===== src/rtl/limd_arbiter_pkg.sv =====
// Shared constants, FSM encoding and limiter arithmetic for the LIMD arbiter.
package limd_arbiter_pkg;

  localparam int unsigned W_DEF = 16;
  localparam logic [31:0] OME   = 32'd15360;

  typedef enum logic [1:0] {
    ST_IDLE    = 2'd0,
    ST_ISSUE   = 2'd1,
    ST_CAPTURE = 2'd2,
    ST_DONE    = 2'd3
  } state_t;

  // Values live in the low w bits; bit w-1 is the sign when judging ranges.
  function automatic logic [31:0] limd_a1p(input logic [31:0] a1t,
                                           input logic [31:0] a2p,
                                           input int unsigned w);
    logic [31:0] mask;
    logic [31:0] sgn;
    logic [31:0] ul;
    logic [31:0] ll;
    logic [31:0] t;
    mask = (w >= 32) ? 32'hFFFF_FFFF : ((32'd1 << w) - 32'd1);
    sgn  = 32'd1 << (w - 1);
    t    = a1t & mask;
    ul   = (OME - a2p) & mask;
    ll   = (a2p - OME) & mask;
    if (t >= sgn && t <= ll) return ll;
    if (t >= ul && t <= (sgn - 32'd1)) return ul;
    return t;
  endfunction

endpackage


===== src/rtl/limd_arbiter_limd.sv =====
// LIMD limiter datapath: combinational a1 limiting from registered operands.
module limd_arbiter_limd
  import limd_arbiter_pkg::*;
#(
  parameter int W = W_DEF
) (
  input  logic         clk,
  input  logic         reset,
  input  logic         scan_in0,
  input  logic         scan_in1,
  input  logic         scan_in2,
  input  logic         scan_in3,
  input  logic         scan_in4,
  input  logic         scan_enable,
  input  logic         test_mode,
  input  logic [W-1:0] a1t,
  input  logic [W-1:0] a2p,
  output logic [W-1:0] a1p,
  output logic         scan_out0,
  output logic         scan_out1,
  output logic         scan_out2,
  output logic         scan_out3,
  output logic         scan_out4
);

  // Clock, reset and scan only exist here for the DFT stitch.
  logic unused_dft;
  assign unused_dft = ^{clk, reset, scan_in0, scan_in1, scan_in2, scan_in3,
                        scan_in4, scan_enable, test_mode};

  assign a1p = W'(limd_a1p(32'(a1t), 32'(a2p), W));

  assign scan_out0 = 1'b0;
  assign scan_out1 = 1'b0;
  assign scan_out2 = 1'b0;
  assign scan_out3 = 1'b0;
  assign scan_out4 = 1'b0;

endmodule


===== src/rtl/limd_arbiter.sv =====
// Round-robin arbiter time-sharing one LIMD limiter among NCH channels.
//   state   | meaning
//   IDLE    | no service in flight, waiting for any req
//   ISSUE   | latched operands drive the limiter
//   CAPTURE | limiter result registered into a1p_out
//   DONE    | ack pulse for the winner, re-arbitrate with winner masked
module limd_arbiter
  import limd_arbiter_pkg::*;
#(
  parameter int NCH = 4,
  parameter int W   = W_DEF
) (
  input  logic             clk,
  input  logic             reset,
  input  logic             scan_in0,
  input  logic             scan_in1,
  input  logic             scan_in2,
  input  logic             scan_in3,
  input  logic             scan_in4,
  input  logic             scan_enable,
  input  logic             test_mode,
  output logic             scan_out0,
  output logic             scan_out1,
  output logic             scan_out2,
  output logic             scan_out3,
  output logic             scan_out4,
  input  logic [NCH-1:0]   req,
  input  logic [NCH*W-1:0] a1t_in,
  input  logic [NCH*W-1:0] a2p_in,
  output logic [NCH-1:0]   ack,
  output logic [W-1:0]     a1p_out,
  output logic             busy
);

  localparam int CW = (NCH > 1) ? $clog2(NCH) : 1;

  state_t         state;
  state_t         state_nx;
  logic [CW-1:0]  cur_ch;
  logic [CW-1:0]  pick;
  logic [CW-1:0]  idx;
  logic [NCH-1:0] masked;
  logic           found;
  logic           load;
  logic [W-1:0]   a1t_q;
  logic [W-1:0]   a2p_q;
  logic [W-1:0]   a1p_q;
  logic [W-1:0]   lim_a1p;

  // cur_ch doubles as last-served: search begins one past it and wraps.
  always_comb begin
    masked = req;
    if (state == ST_DONE) masked[cur_ch] = 1'b0;
    found = 1'b0;
    pick  = cur_ch;
    idx   = cur_ch;
    for (int i = 1; i <= NCH; i++) begin
      idx = CW'((int'(cur_ch) + i) % NCH);
      if (!found && masked[idx]) begin
        found = 1'b1;
        pick  = idx;
      end
    end
  end

  always_comb begin
    state_nx = state;
    load     = 1'b0;
    case (state)
      ST_IDLE: begin
        if (found) begin
          load     = 1'b1;
          state_nx = ST_ISSUE;
        end
      end
      ST_ISSUE:   state_nx = ST_CAPTURE;
      ST_CAPTURE: state_nx = ST_DONE;
      ST_DONE: begin
        if (found) begin
          load     = 1'b1;
          state_nx = ST_ISSUE;
        end else begin
          state_nx = ST_IDLE;
        end
      end
      default: state_nx = ST_IDLE;
    endcase
  end

  always_ff @(posedge clk or negedge reset) begin
    if (!reset) begin
      state   <= ST_IDLE;
      cur_ch  <= CW'(NCH - 1);
      a1t_q   <= '0;
      a2p_q   <= '0;
      a1p_q   <= '0;
    end else begin
      state <= state_nx;
      if (load) begin
        cur_ch <= pick;
        a1t_q  <= a1t_in[int'(pick)*W +: W];
        a2p_q  <= a2p_in[int'(pick)*W +: W];
      end
      if (state == ST_CAPTURE) a1p_q <= lim_a1p;
    end
  end

  limd_arbiter_limd #(.W(W)) u_limd (
    .clk         (clk),
    .reset       (reset),
    .scan_in0    (scan_in0),
    .scan_in1    (scan_in1),
    .scan_in2    (scan_in2),
    .scan_in3    (scan_in3),
    .scan_in4    (scan_in4),
    .scan_enable (scan_enable),
    .test_mode   (test_mode),
    .a1t         (a1t_q),
    .a2p         (a2p_q),
    .a1p         (lim_a1p),
    .scan_out0   (scan_out0),
    .scan_out1   (scan_out1),
    .scan_out2   (scan_out2),
    .scan_out3   (scan_out3),
    .scan_out4   (scan_out4)
  );

  always_comb begin
    ack = '0;
    if (state == ST_DONE) ack[cur_ch] = 1'b1;
  end

  assign busy    = (state != ST_IDLE);
  assign a1p_out = a1p_q;

endmodule


===== config.mk =====
export PLATFORM = sky130hd
export DESIGN_NAME = limd_arbiter
export DESIGN_NICKNAME = d
export VERILOG_FILES = /design/src/rtl/limd_arbiter_pkg.sv /design/src/rtl/limd_arbiter_limd.sv /design/src/rtl/limd_arbiter.sv
export SDC_FILE = /design/constraint.sdc
export NUM_CORES = 1
export LEC_CHECK = 0
export ABC_AREA = 1
export CAP_MARGIN = 25
export CORE_MARGIN = 10
export CORE_UTILIZATION = 49
export CTS_CLUSTER_DIAMETER = 120
export CTS_CLUSTER_SIZE = 25
export DETAILED_ROUTE_END_ITERATION = 10
export GPL_TIMING_DRIVEN = 0
export PLACE_DENSITY = 0.8
export SLEW_MARGIN = 0
export SYNTH_ARGS = -nofsm -noshare
export SYNTH_HDL_FRONTEND = slang
export SYNTH_SLANG_ARGS = --single-unit

===== constraint.sdc =====
create_clock -name clk -period 3.9 [get_ports clk]
set_input_delay 0.78 -clock clk [delete_from_list [all_inputs] [get_ports clk]]
set_output_delay 0.78 -clock clk [all_outputs]
set_load 0.1 [all_outputs]

* Word-level counts from Yosys, hierarchy flattened
Cells that the tools add are included.
** Word-level totals
- Output and inout port bits :: 26
- Input port bits :: 141
- Flip-flop bits (word level) :: 52
** Operators by class
- Shift-type cells :: 2
- Add/sub/neg operators :: 6
- Reduce and logical (&&, ||, !) cells :: 12
- Bitwise logic cells :: 2
- Multiplexer cells :: 32
- Equality and inequality tests :: 4
- Magnitude comparators :: 10
** Operators with widths (count)
- $shiftx A64 B7 Y16 :: 2
- $mux W16 :: 4
- $ge A16 B16 Y1 :: 1
- $ge A16 B16 Y1 const B :: 1
- $le A16 B15 Y1 const B :: 1
- $le A16 B16 Y1 :: 1
- $sub A14 B16 Y16 const A :: 1
- $sub A16 B14 Y16 const B :: 1
- $lt A2 B3 Y1 const B :: 5
- $mux W1 :: 15
- $mux W2 :: 5
- $bmux W1 S2 :: 4
- $mux W4 :: 2
- $pmux W2 S4 :: 1
- $logic_and A1 B1 Y1 :: 6
- $add A2 B1 Y2 const B :: 2
- $add A2 B2 Y2 const B :: 2
- $and A4 B4 Y4 :: 1
- $eq A2 B2 Y1 const B :: 2
- $not A4 Y4 :: 1
- $logic_not A1 Y1 :: 3
- $demux W1 S2 :: 1
- $eq A2 B1 Y1 const B :: 1
- $ge A2 B1 Y1 const B :: 1
- other kinds (4) :: 4

* Depth between registers and ports, before layout
- Word-level depth :: 21
- Mapped depth :: 21
- Depth with buffers taken out :: 20

* Cells and area by module
A second synthesis with hierarchy kept.
** Unflattened totals
- Cell total of the unflattened synthesis :: 847
- Area total of the unflattened synthesis :: 5607.9 um^2
** Modules (own cells, without submodules)
- limd_arbiter :: instances 1, cells an instance 544, area an instance 3772.4 um^2
- limd_arbiter_limd :: instances 1, cells an instance 303, area an instance 1835.5 um^2

* Worst setup path before layout
OpenSTA, ideal clock, no wires.
- Path type :: register to register
- Start :: reg a2p_q[0]
- End :: reg a1p_q[14], in the netlist a1p_out[14]
- Arrival time :: 2.881 ns
- Setup slack :: 0.899 ns
- Cell stages (with the launch flop) :: 20
- Path buffers :: 1
- Period minus slack after synthesis :: 3.001 ns
- Required time :: 3.780 ns
- Cell sequence :: dfrtp_1 inv_1 ha_1 nand2_1 nor2_1 nand2_1 o21ai_0 xor2_1 inv_1 ha_1 nand4_1 nor3_1 nand3_1 nand3_1 nand2_1 clkbuf_1 nand2_1 nand3_1 nand3_1 nand2_1
** Between the ends
- Word-level cells in the longest chain between the ends :: 7
** Ends and longest elaborated chain
- start: declaration :: RTL line limd_arbiter.sv:46 : logic [W-1:0] a2p_q;
- start signal: assignment :: RTL line limd_arbiter.sv:102 : a2p_q <= a2p_in[int'(pick)*W +: W];
- $sub A14 B16 Y16 :: RTL line limd_arbiter_pkg.sv:26 : ul = (OME - a2p) & mask;
- $ge A16 B16 Y1 :: RTL line limd_arbiter_pkg.sv:29 : if (t >= ul && t <= (sgn - 32'd1)) return ul;
- $logic_and A1 B1 Y1 :: RTL line limd_arbiter_pkg.sv:29
- $mux W1 (2 in series) :: RTL line limd_arbiter_pkg.sv:29
- $mux W16 :: RTL line limd_arbiter_pkg.sv:30 : return t;
- $mux W16 * :: RTL line limd_arbiter_pkg.sv:29
- end signal: assignment :: RTL line limd_arbiter.sv:104 : if (state == ST_CAPTURE) a1p_q <= lim_a1p;
- end: declaration :: RTL line limd_arbiter.sv:47 : logic [W-1:0] a1p_q;
Mark *: on every way between the ends. The rest lies on a longest branch, timed or not. The select of a mux whose other input is x is not followed.
A chain may end at the register's enable or synchronous reset.

* Worst setup path in the final report
- Start :: reg a2p_q[1]
- End :: reg a1p_q[0], in the netlist a1p_out[0]
Same word-level chain as after synthesis.

==> flow_summary.toml <==
[grt]
antenna_found_initial = 0
grt_pass1_vias = 5796
track_usage = 0.213
overflow = 0
grt_max_degree = 31
grt_pass1_wl_um = 28500

[drt]
drt_iter0_markers = 403
drt_pre_antenna_iters = 5
vias = 5832
route.detailed.drc = 0
wl_per_cell_um = 14.8
routed_wl_um = 17300
vias_per_cell = 5.00
drtAntennaViolNets = 0

[synth]
ys_ff_latch = 52
postSynthAreaPerCell_sq_um = 6.40
synth_seq_area_share = 0.237
synthCells = 859
netlist_area_sq_mm = 0.00550
ys_types = 36
yosysWarnings = 0

[place]
globalplace.congestion = 0.997
port_buffers = 154
dp_hpwl_um = 14500

[floorplan]
die_x_um = 126
fp.dieArea_sq_mm = 0.0159
core_area_sq_mm = 0.0109
die_h_um = 126
ios = 167
row_count = 38
initial_utilization = 0.503

[cts]
cts.sinks = 52
root_buffer = "clkbuf_16"
ctsHoldBuffers = 0
cts_tree = "done"
path_clk_slew_ps = 70
insertion_delay_ps = 290
cts_buffer_depth = 2
post_cts_buffers = 0
h-tree-depth = 2
cts_resized = 0
cts_buffers = 5

[timing]
setup_tns_ps = 0
setup_viol = 0
hold_viol_final = 0
maxSlewHeadroom = 0.338
period_needed_ps = 3640
clock.fmax_mhz = 275
rsz0062_at_grt = "no"
finalMaxSlewViolations = 0
post-route-period-util = 0.933
fin_skew_ps = 4.26
worst_pin_slew_ps = 990

[critical_path]
path_delay_family = "simple AND/OR/NAND/NOR gates"
path_buf_inv = 2
cpMostUsedCell = "nand3_1"
critical_path_class = "reg2reg"
cp_max_fo = 10
cp_cell_sequence = "inv_1 -> nand3_1 -> nor2_1 -> nand3_1 -> o21ai_0 -> ha_1 -> a21oi_1 -> o21ai_0 -> a21oi_1 -> nand3_1 -> nand2_2 -> clkbuf_2 -> nand3_1 -> nand3_1 -> nand2_1"
crit_path_end_kind = "flop"
crit_slowest_cell = "dfrtp_1"
cp-start-kind = "flop"
cp.arrival_ps = 3820
critPathRequiredTime_ps = 4080
max_stage_delay_ps = 390

[flow_run]
cap_violations = 0

[layout]
drive_above_1_share = 0.0877
antennaDiodeCount = 0
final.fill_count = 1033
fin_nets = 1207
synthToLayoutAreaGrowth_pct = 35.0

[worst_hold_path]
hp-class = "in2async"

[outcome]
status = "complete, no violations"
[Yosys cell counts (all sizes together)]
library cell / n / area share
nor2: 25 / 0.031
and3: 1 / 0.0011
buf: 26 / 0.033
a21oi: 21 / 0.019
xor2: 8 / 0.013
dfrtp: 50 / 0.23
clkinv: 1 / 0.0016
inv: 133 / 0.091
nand2: 304 / 0.22
ha: 41 / 0.093
nand3b: 18 / 0.025
clkbuf: 14 / 0.0096
dfstp: 2 / 0.0096
nand4: 8 / 0.011
xnor2: 2 / 0.0032
nand3: 157 / 0.16
or2: 24 / 0.027
o21a: 2 / 0.0027
o21ai: 17 / 0.018
conb: 1 / 0.00068
nor3: 4 / 0.0036
[routing by layer]
metal / part of all wire / wire length, um / track usage / vias up
li1: - / - / - / 3024
met1: 0.43 / 7460 / 0.264 / 2586
met2: 0.47 / 8140 / 0.360 / 201
met3: 0.082 / 1430 / 0.0600 / 21
met4: 0.015 / 264 / 0.0476 / 0
met5: 0 / 0 / 0 / -
[per-stage QoR]
step	setup WS [ps]	hold WS, ps	area [sq um]	util	std cells
after global placement	152	461	7230	0.661	1157
after detailed placement	96.5	465	7250	0.663	1158
final	259	451	7420	0.679	1166
after global routing	19.2	489	7420	0.679	1166
after CTS	80.3	467	7410	0.678	1166
after floorplan	899	465	5520	-	863
[flip-flops by register name, indices dropped and copies added (netlist names)]
| signal | flops |
|---|---|
| cur_ch | 2 |
| a1p_out | 16 |
| a1t_q | 16 |
| a2p_q | 16 |
| state | 2 |
[cell type report]
type	count	area (sq um)	area share
inverters	134	510	0.0688
clock buffers	6	129	0.0174
clock inverters	2	35.0	0.00472
plain buffers	40	239	0.0322
well taps	140	175	0.0236
multi-input cells	637	3480	0.468
flip-flops and latches	52	1300	0.176
repair buffers	155	1560	0.210
[cell families (layout without fill, tap and decap cells)]
kind of cell	Yosys count	count (layout)	synth area share
buf+inv	174	337	0.136
compound gates	40	40	0.0393
simple gates	541	541	0.478
fa+ha+maj	41	41	0.0932
flops	52	52	0.237
other cells	1	5	0.000682
xor+xnor	10	10	0.0159
[placed cells by master (no fill, tap or decap), drive strengths merged]
cell,instances
inv,133
or2,24
a21oi,21
dfstp,2
xor2,8
nor3,4
xnor2,2
dfrtp,50
nand2,304
bufinv,1
o21a,2
o21ai,17
nand4,8
nor2,25
nand3,157
buf,28
clkinv,2
clkbuf,20
conb,5
and3,1
ha,41
nand3b,18
clkdlybuf4s50,153
[path summary, 6_finish.rpt]
check | from | endpoint | slack, ps | depth (start not counted)
setup / recovery | a2p_q[1] | a1p_out[0] | 260 | 15
max in group asynchronous | reset | cur_ch[0] | 2850 | 2
min in group clk | a1p_out[12] | a1p_out[12] | 480 | 2
setup reg to reg | a2p_q[1] | a1p_out[0] | 260 | 15
hold / removal | reset | a1p_out[11] | 450 | 1
hold reg to reg | a1p_out[12] | a1p_out[12] | 480 | 2
Power is not shown: default switching activity piles up to over one toggle a cycle in this logic, so the estimate is an artifact.
